==> src/rtl/d_mem_arbiter_if.sv <==
// Bundle of requester-side and memory-side signals shared by d_mem_arbiter.
// The slave modport is the arbiter's view. The master modport is the
// environment's view: the requesters plus the dMemBase data return.
interface d_mem_arbiter_if #(
    parameter int NREQ   = 4,
    parameter int ADDR_W = 32,
    parameter int DATA_W = 32
);
    logic [NREQ-1:0]        reqVec;
    logic [NREQ-1:0]        rwVec;
    logic [NREQ*ADDR_W-1:0] addrBus;
    logic [NREQ*DATA_W-1:0] wdataBus;
    logic [NREQ-1:0]        ackVec;
    logic [NREQ-1:0]        grantVec;
    logic [DATA_W-1:0]      rdata;
    logic                   busy;
    logic [ADDR_W-1:0]      memAddr;
    logic                   memEnable;
    logic [DATA_W-1:0]      memDataIn;
    logic                   memReadWrite;
    logic [DATA_W-1:0]      memDataOut;

    modport master (
        output reqVec, rwVec, addrBus, wdataBus, memDataOut,
        input  ackVec, grantVec, rdata, busy,
               memAddr, memEnable, memDataIn, memReadWrite
    );

    modport slave (
        input  reqVec, rwVec, addrBus, wdataBus, memDataOut,
        output ackVec, grantVec, rdata, busy,
               memAddr, memEnable, memDataIn, memReadWrite
    );
endinterface

==> src/rtl/d_mem_arbiter.sv <==
// d_mem_arbiter: shares one dMemBase data memory between NREQ requesters.
// One transaction at a time: IDLE -> ISSUE -> (WAIT x RD_LAT) -> RESP -> IDLE.
// Optional feature macro: DMEM_ARB_RR_EN
//   defined   : rotating round-robin priority starting after the last winner
//   undefined : fixed priority, lowest requesting index always wins
module d_mem_arbiter #(
    parameter int NREQ   = 4,
    parameter int ADDR_W = 32,
    parameter int DATA_W = 32,
    parameter int RD_LAT = 1
) (
    input  logic               clk,
    input  logic               reset,
    d_mem_arbiter_if.slave     bus
);
    localparam int IDX_W  = (NREQ > 1) ? $clog2(NREQ) : 1;
    localparam int WCNT_W = 2;   // RD_LAT is 1..4, counter runs RD_LAT-1 .. 0

    typedef enum logic [1:0] {
        S_IDLE  = 2'd0,
        S_ISSUE = 2'd1,
        S_WAIT  = 2'd2,
        S_RESP  = 2'd3
    } state_t;

    state_t              state_q, state_d;
    logic [NREQ-1:0]     grant_q, grant_d;
    logic                rw_q, rw_d;
    logic [ADDR_W-1:0]   addr_q, addr_d;
    logic [DATA_W-1:0]   wdata_q, wdata_d;
    logic [DATA_W-1:0]   rdata_q, rdata_d;
    logic [WCNT_W-1:0]   wcnt_q, wcnt_d;
`ifdef DMEM_ARB_RR_EN
    logic [IDX_W-1:0]    ptr_q, ptr_d;
`endif

    // Per-requester views of the flattened address / write-data buses.
    logic [ADDR_W-1:0]   addr_arr  [NREQ];
    logic [DATA_W-1:0]   wdata_arr [NREQ];

    for (genvar gi = 0; gi < NREQ; gi++) begin : g_unpack
        assign addr_arr[gi]  = bus.addrBus[gi*ADDR_W +: ADDR_W];
        assign wdata_arr[gi] = bus.wdataBus[gi*DATA_W +: DATA_W];
    end

    logic [IDX_W-1:0]    win_idx;
    logic                win_found;

    // Winner selection over the live request vector (used only in IDLE).
    always_comb begin
        win_idx   = '0;
        win_found = 1'b0;
`ifdef DMEM_ARB_RR_EN
        // Scan downward in rotation distance so the nearest candidate
        // after ptr is the last one written and therefore wins.
        for (int k = NREQ; k >= 1; k--) begin
            if (bus.reqVec[(int'(ptr_q) + k) % NREQ]) begin
                win_found = 1'b1;
                win_idx   = IDX_W'((int'(ptr_q) + k) % NREQ);
            end
        end
`else
        for (int k = NREQ - 1; k >= 0; k--) begin
            if (bus.reqVec[k]) begin
                win_found = 1'b1;
                win_idx   = IDX_W'(k);
            end
        end
`endif
    end

    // Next-state logic: sequencing and command/result register updates.
    always_comb begin
        state_d = state_q;
        grant_d = grant_q;
        rw_d    = rw_q;
        addr_d  = addr_q;
        wdata_d = wdata_q;
        rdata_d = rdata_q;
        wcnt_d  = wcnt_q;
`ifdef DMEM_ARB_RR_EN
        ptr_d   = ptr_q;
`endif
        case (state_q)
            S_IDLE: begin
                if (win_found) begin
                    state_d = S_ISSUE;
                    grant_d = NREQ'(1) << win_idx;
                    rw_d    = bus.rwVec[win_idx];
                    addr_d  = addr_arr[win_idx];
                    wdata_d = wdata_arr[win_idx];
`ifdef DMEM_ARB_RR_EN
                    ptr_d   = win_idx;
`endif
                end
            end
            S_ISSUE: begin
                if (rw_q) begin
                    state_d = S_RESP;
                end else begin
                    state_d = S_WAIT;
                    wcnt_d  = WCNT_W'(RD_LAT - 1);
                end
            end
            S_WAIT: begin
                if (wcnt_q == '0) begin
                    rdata_d = bus.memDataOut;
                    state_d = S_RESP;
                end else begin
                    wcnt_d = wcnt_q - 1'b1;
                end
            end
            S_RESP: begin
                state_d = S_IDLE;
                grant_d = '0;
            end
            default: begin
                state_d = S_IDLE;
                grant_d = '0;
            end
        endcase
    end

    // State and datapath registers; reset abandons any transaction in flight.
    always_ff @(posedge clk or negedge reset) begin
        if (!reset) begin
            state_q <= S_IDLE;
            grant_q <= '0;
            rw_q    <= 1'b0;
            addr_q  <= '0;
            wdata_q <= '0;
            rdata_q <= '0;
            wcnt_q  <= '0;
`ifdef DMEM_ARB_RR_EN
            ptr_q   <= IDX_W'(NREQ - 1);
`endif
        end else begin
            state_q <= state_d;
            grant_q <= grant_d;
            rw_q    <= rw_d;
            addr_q  <= addr_d;
            wdata_q <= wdata_d;
            rdata_q <= rdata_d;
            wcnt_q  <= wcnt_d;
`ifdef DMEM_ARB_RR_EN
            ptr_q   <= ptr_d;
`endif
        end
    end

    // Memory pins come straight from state and the latched command, so a
    // reset drops them in the same instant the registers clear.
    assign bus.memEnable    = (state_q == S_ISSUE) || (state_q == S_WAIT);
    assign bus.memReadWrite = (state_q == S_ISSUE) && rw_q;
    assign bus.memAddr      = addr_q;
    assign bus.memDataIn    = wdata_q;
    assign bus.ackVec       = (state_q == S_RESP) ? grant_q : '0;
    assign bus.grantVec     = grant_q;
    assign bus.rdata        = rdata_q;
    assign bus.busy         = (state_q != S_IDLE);

endmodule

==> src/flat_wrapper.sv <==
// flat-port wrapper written by rule: the top's interface ports become plain ports
module d_mem_arbiter_flat 
#(
    parameter int NREQ   = 4,
    parameter int ADDR_W = 32,
    parameter int DATA_W = 32,
    parameter int RD_LAT = 1
)
  (clk, reset, bus_reqVec, bus_rwVec, bus_addrBus, bus_wdataBus, bus_memDataOut, bus_ackVec, bus_grantVec, bus_rdata, bus_busy, bus_memAddr, bus_memEnable, bus_memDataIn, bus_memReadWrite);
  d_mem_arbiter_if #(.NREQ(NREQ), .ADDR_W(ADDR_W), .DATA_W(DATA_W)) bus_i ();
  input  logic clk;
  input  logic reset;
  input wire logic [$bits(bus_i.reqVec)-1:0] bus_reqVec;
  input wire logic [$bits(bus_i.rwVec)-1:0] bus_rwVec;
  input wire logic [$bits(bus_i.addrBus)-1:0] bus_addrBus;
  input wire logic [$bits(bus_i.wdataBus)-1:0] bus_wdataBus;
  input wire logic [$bits(bus_i.memDataOut)-1:0] bus_memDataOut;
  output wire logic [$bits(bus_i.ackVec)-1:0] bus_ackVec;
  output wire logic [$bits(bus_i.grantVec)-1:0] bus_grantVec;
  output wire logic [$bits(bus_i.rdata)-1:0] bus_rdata;
  output wire logic [$bits(bus_i.busy)-1:0] bus_busy;
  output wire logic [$bits(bus_i.memAddr)-1:0] bus_memAddr;
  output wire logic [$bits(bus_i.memEnable)-1:0] bus_memEnable;
  output wire logic [$bits(bus_i.memDataIn)-1:0] bus_memDataIn;
  output wire logic [$bits(bus_i.memReadWrite)-1:0] bus_memReadWrite;
  assign bus_i.reqVec = bus_reqVec;
  assign bus_i.rwVec = bus_rwVec;
  assign bus_i.addrBus = bus_addrBus;
  assign bus_i.wdataBus = bus_wdataBus;
  assign bus_i.memDataOut = bus_memDataOut;
  assign bus_ackVec = bus_i.ackVec;
  assign bus_grantVec = bus_i.grantVec;
  assign bus_rdata = bus_i.rdata;
  assign bus_busy = bus_i.busy;
  assign bus_memAddr = bus_i.memAddr;
  assign bus_memEnable = bus_i.memEnable;
  assign bus_memDataIn = bus_i.memDataIn;
  assign bus_memReadWrite = bus_i.memReadWrite;
  d_mem_arbiter #(.NREQ(NREQ), .ADDR_W(ADDR_W), .DATA_W(DATA_W), .RD_LAT(RD_LAT)) u_core (.clk(clk), .reset(reset), .bus(bus_i));
endmodule
==> config.mk <==
export PLATFORM = sky130hd
export DESIGN_NAME = d_mem_arbiter_flat
export DESIGN_NICKNAME = d
export VERILOG_FILES = /design/src/rtl/d_mem_arbiter_if.sv /design/src/rtl/d_mem_arbiter.sv /design/src/flat_wrapper.sv
export SDC_FILE = /design/constraint.sdc
export NUM_CORES = 1
export LEC_CHECK = 0
export CORE_AREA = 2 2 155 157
export CTS_CLUSTER_SIZE = 16
export DETAILED_ROUTE_END_ITERATION = 10
export DIE_AREA = 0 0 157 159
export DONT_BUFFER_PORTS = 1
export HOLD_SLACK_MARGIN = 0.12
export PLACE_DENSITY = 0.44
export SLEW_MARGIN = 0
export SYNTH_ARGS = -nofsm -noshare
export SYNTH_HDL_FRONTEND = slang
export SYNTH_SLANG_ARGS = --single-unit
export TNS_END_PERCENT = 30
==> constraint.sdc <==
create_clock -name clk -period 1.7 [get_ports clk]
set_input_delay 0.255 -clock clk [delete_from_list [all_inputs] [get_ports clk]]
set_output_delay 0.255 -clock clk [all_outputs]
set_load 0.03 [all_outputs]
Word-level counts from Yosys, hierarchy flattened
Cells that the tools add are included.
{"block": "word_totals", "output_inout_bits": 107, "inputBits": 298, "ff_bits": 105, "word_cells": 57}
{"block": "classes", "reduce_logical": 12, "order_cmp": 2, "eq_ne": 7, "add_sub_neg": 1, "bitwise_logic": 1, "shift": 1, "mux": 26}
{"operator": "binary-select mux 32 bit (select 2 bit)", "count": 2}
{"operator": "2-to-1 mux 32 bit", "count": 4}
{"operator": "2-to-1 mux 2 bit", "count": 8}
{"operator": "2-to-1 mux 4 bit", "count": 2}
{"operator": "one-hot mux 2 bit (4 select lines)", "count": 1}
{"operator": "one-hot mux 4 bit (2 select lines)", "count": 1}
{"operator": "AND reduction 2 bit", "count": 4}
{"operator": "2-to-1 mux 1 bit", "count": 6}
{"operator": "nonzero test 2 bit", "count": 3}
{"operator": "== test 2 bit (second input constant)", "count": 2}
{"operator": "logical NOT 2 bit", "count": 2}
{"operator": "!= test 2 x 1 -> 1 bit (second input constant)", "count": 2}
{"operator": "!= test 2 bit (second input constant)", "count": 2}
{"operator": "one-hot mux 2 bit (2 select lines)", "count": 1}
{"operator": "<< shifter 1 x 2 -> 4 bit (first input constant)", "count": 1}
{"operator": ">= comparator 3 bit (second input constant)", "count": 1}
{"operator": "< comparator 2 x 3 -> 1 bit (second input constant)", "count": 1}
{"operator": "NOT 2 -> 3 bit", "count": 1}
{"operator": "AND reduction 3 bit", "count": 1}
{"operator": "binary-select mux 1 bit (select 2 bit)", "count": 1}
{"operator": "== test 2 x 1 -> 1 bit (second input constant)", "count": 1}
{"operator": "subtractor 2 x 1 -> 2 bit (second input constant)", "count": 1}
{"operator": "logical AND 1 bit", "count": 1}
{"operator": "logical OR 1 bit", "count": 1}

Logic depth before layout (Yosys ltp)
{"block": "logic_depth", "ltp_word": 8, "mapped_depth": 8, "depth_no_buf": 5}

Worst setup path before layout
OpenSTA, ideal clock, no wires.
{"block": "synth_timing", "path_type": "register to register", "startpoint": "reg u_core.state_q[0]", "endpoint": "reg u_core.rdata_q[10] (netlist: u_core.bus.rdata[10])", "arrival_ps": 1507, "path_slack_ps": 68, "stages_incl_launch_ff": 6, "setup_ps": 125, "path_cell_list": "dfrtp_1 inv_1 ha_1 nand2_1 buf_1 mux2_2"}
{"block": "synth_between", "elab_chain_len": 2}
{"element": "start, declared", "line_no": "d_mem_arbiter.sv:26", "source": "state_t state_q, state_d;"}
{"element": "start signal, assigned", "line_no": "d_mem_arbiter.sv:138", "source": "state_q <= state_d;"}
{"element": "== test 2 bit", "line_no": "d_mem_arbiter.sv:84", "source": "case (state_q)"}
{"element": "AND reduction 2 bit (no line)"}
{"element": "end signal, assigned", "line_no": "d_mem_arbiter.sv:143", "source": "rdata_q <= rdata_d;"}
{"element": "end, declared", "line_no": "d_mem_arbiter.sv:31", "source": "logic [DATA_W-1:0] rdata_q, rdata_d;"}
Every way passes these cells.
A chain may end at the register's enable or synchronous reset.

Worst setup path in the final report
{"block": "layout_timing", "startpoint": "reg u_core.state_q[1]", "endpoint": "out bus_ackVec[2]"}
{"block": "layout_between", "elab_chain_len": 2}
{"element": "== test 2 bit", "line_no": "d_mem_arbiter.sv:157", "source": "assign bus.ackVec = (state_q == S_RESP) ? grant_q : '0;"}
{"element": "2-to-1 mux 4 bit", "line_no": "d_mem_arbiter.sv:157"}
{"element": "end, declared", "line_no": "flat_wrapper.sv:18", "source": "output wire logic [$bits(bus_i.ackVec)-1:0] bus_ackVec;"}
Every way passes these cells.

==> run summary <==
max-cap violations -> 0
PD cells -> 1570 nW/um^2
EDFF count, synth -> 0
Worst Skew -> 0.0136 ns
1st-iter DRT viols -> 298
area post-placement -> 7440 um^2
DR vias -> 6118
row count -> 56
GRT Util Overall -> 0.183
GRT overflow -> 0
Crit-path slowest cell -> dfrtp_1
RePlAce Congestion -> 0.796
YS warnings -> 0
Final setup viols -> 0
final hold viol count -> 105
largest family of logic cells by synthesized area -> simple AND/OR/NAND/NOR gates
largest net degree at the start of global routing -> 189
WS Path Type -> register to output port
sequential area share after synthesis -> 0.362
Worst slew margin -> 0.639
critical-path cell list -> ha_2 > and2_2
final-report max-slew violation count -> 0
Post-Synthesis Cells -> 855
fin crit share -> 0.971
unrepaired setup endpoints after global routing -> yes
P_leak -> 0.00348 uW
simple-gate portion of the synthesized area -> 0.251
hpwl dp -> 15600 um
# IOs -> 405
CTS tree -> yes
HP Class -> input port to asynchronous set/reset pin
met1 Usage GRT -> 0.217
top_reg_cell synth -> dfrtp_1
status -> complete, but fails checks
ys async rst share -> 1.00
hold buffers post-CTS -> 34
f_max -> 606 MHz
CTS Sinks -> 105
post-synthesis adder-cell area fraction -> 0.0103
Mean Syn Cell Area -> 8.50 um^2
Final TNS setup -> 0 ns
reg2reg start -> u_core.state_q[1]
Critical path origin -> u_core.state_q[1]
VDD IR max -> 0.534 mV
post-synthesis xor/xnor area fraction -> 0
Startpoint Class -> register
drt wl/cell -> 20.9 um
syn nets -> 1159
#FFs+latches synth -> 105
compound-gate portion of the synthesized area -> 0.235
crit end category -> output port
Clk pin slew, worst setup/hold paths -> 0.08 ns
Netlist Area Pre-Place -> 7270 um^2
met3 Use GR -> 0.0528
Max stage delay on crit path -> 0.40 ns
Worst-Skew Late Latency -> 0.37 ns
post-route ant nets -> 0
placeable core area -> 23200 um^2
mux share of post-synthesis cell area -> 0.0555
CTS Root Cell -> clkbuf_16
Final Cell Area -> 8130 um^2
# DRC -> 0
Required @ worst endpoint -> 1.44 ns
1st-pass router iterations -> 4
failing checks -> hold timing
Max clock buf depth -> 2
cts bufs inserted -> 9
Initial Util -> 0.313
library cells used by synthesis -> 32
Via density -> 5.31
Final Power -> 12800 uW
worst-path maximum fanout -> 8
vias in the first global route -> 6057
synthesis-to-finish area growth -> 11.9%
H-Tree Depth -> 3
Post-Route WL -> 24100 um
WHS -> -0.417 ns
Tightest Pin Transition -> 0.540 ns
DIE AREA -> 25000 um^2
number of buffers added on ports -> 0
Die X -> 157 um
Final min period -> 1.65 ns
initial antenna violation count -> 3
grt peak-use layer -> met2
global routing usage on met2 -> 0.314
setup slack after layout -> 0.0487 ns
Setup WS pre-CTS -> 0.0508 ns
Die Y -> 159 um
first-pass GRT wire length -> 35500 um
Final Core Density -> 0.351
share of layout cells above drive strength 1 -> 0.0878
Layout Nets -> 1130
Worst EP arrival -> 1.40 ns
[worst max-delay path, delay by kind of cell (launching register included)]
family | cells | cell delay [ns]
flip-flops | 1 | 0.40
adder cells (fa/ha/maj) | 1 | 0.33
AND/OR/NAND/NOR | 1 | 0.31
[state kept, by name, indices dropped and copies added, names as in the netlist]
| name | count |
|---|---|
| u_core.state_q | 2 |
| u_core.bus.memAddr | 32 |
| u_core.rw_q | 1 |
| u_core.wcnt_q | 2 |
| u_core.bus.grantVec | 4 |
| u_core.bus.rdata | 32 |
| u_core.bus.memDataIn | 32 |
[metrics by stage]
stage / hold slack [ns] / instances
6_report: -0.417 / 1152
5_1_grt: -0.441 / 1152
4_1_cts: -0.437 / 1150
3_5_place_dp: -0.0372 / 1098
3_3_place_gp: -0.0369 / 1098
2_1_floorplan: -0.0406 / 855
[power breakdown]
part	switching, uW	internal (uW)	total, uW	leakage, uW
combinational	1810	1830	3640	0.00215
sequential	3280	3670	6950	0.00118
clock	1150	1050	2200	0.000145
[per-layer routing]
metal / part of all wire / up-vias
met5: 0.00054 / -
met4: 0.023 / 2
met3: 0.081 / 35
met2: 0.48 / 281
met1: 0.41 / 2832
li1: - / 2968
[worst paths after layout]
check	to	slack, ns	cells after the start
max	bus_ackVec[2]	0.05	2
min	u_core.bus.memAddr[3]	-0.42	0
max reg2reg	u_core.state_q[1]	0.10	5
min reg2reg	u_core.wcnt_q[0]	0.54	2
max in group asynchronous	u_core.bus.memDataIn[8]	1.88	0
min in group clk	u_core.bus.memDataIn[23]	0.14	2
[cells by family after synthesis]
logic type	Yosys count
AND/OR/NAND/NOR	283
AO/OA/AOI/OAI	269
buffers and inverters	156
flip-flops	105
multiplexers	36
adder cells (fa/ha/maj)	6
[layout by cell type, fill, tap and decap left out, types with 2 or more instances in the layout]
master	netlist	layout
a21oi_1	65	65
a22o_1	65	65
a31oi_1	65	65
a32o_1	2	2
and2_2	0	3
and3b_1	64	64
buf_12	0	5
buf_4	1	5
clkbuf_16	0	9
clkinv_8	0	3
clkinvlp_4	0	2
dfrtp_1	105	105
diode_2	0	2
dlygate4sd3_1	0	34
ha_1	6	4
inv_1	71	67
inv_2	0	3
inv_6	0	2
mux2_2	34	34
mux2i_1	2	2
nand2_1	8	8
nand3b_1	65	65
nor2_1	69	68
nor2b_1	67	67
o21ai_0	66	66
[area by class of cell]
cell class	instances	area, um^2
antenna	2	5.00
clock buffer	9	225
clock inverter	7	82.6
fill	2369	15100
inverter	71	270
multi-input combinational	594	4030
sequential	105	2630
tap	319	399
timing repair buffer	45	489
[cells in the mapped netlist (2+ instances only)]
| cell type | number | share of area |
|---|---|---|
| a21oi_1 | 65 | 0.045 |
| a22o_1 | 65 | 0.078 |
| a31oi_1 | 65 | 0.056 |
| a32o_1 | 2 | 0.0028 |
| and2_1 | 4 | 0.0034 |
| and3b_1 | 64 | 0.077 |
| buf_1 | 4 | 0.0021 |
| buf_2 | 36 | 0.025 |
| clkbuf_1 | 44 | 0.023 |
| dfrtp_1 | 105 | 0.36 |
| ha_1 | 6 | 0.010 |
| inv_1 | 71 | 0.037 |
| mux2_2 | 34 | 0.053 |
| mux2i_1 | 2 | 0.0028 |
| nand2_1 | 8 | 0.0041 |
| nand3b_1 | 65 | 0.067 |
| nor2_1 | 69 | 0.036 |
| nor2b_1 | 67 | 0.058 |
| o21ai_0 | 66 | 0.045 |
[repair_timing]
action / CTS / global route
endpoints found under the hold margin: 144 / 105
gates resized for setup: 9 / 4
buffers inserted: 2 / 0
endpoints found under the setup margin: 7 / 6
gates cloned: 0 / 0
Note: power is estimated with default switching activity, not from simulation.
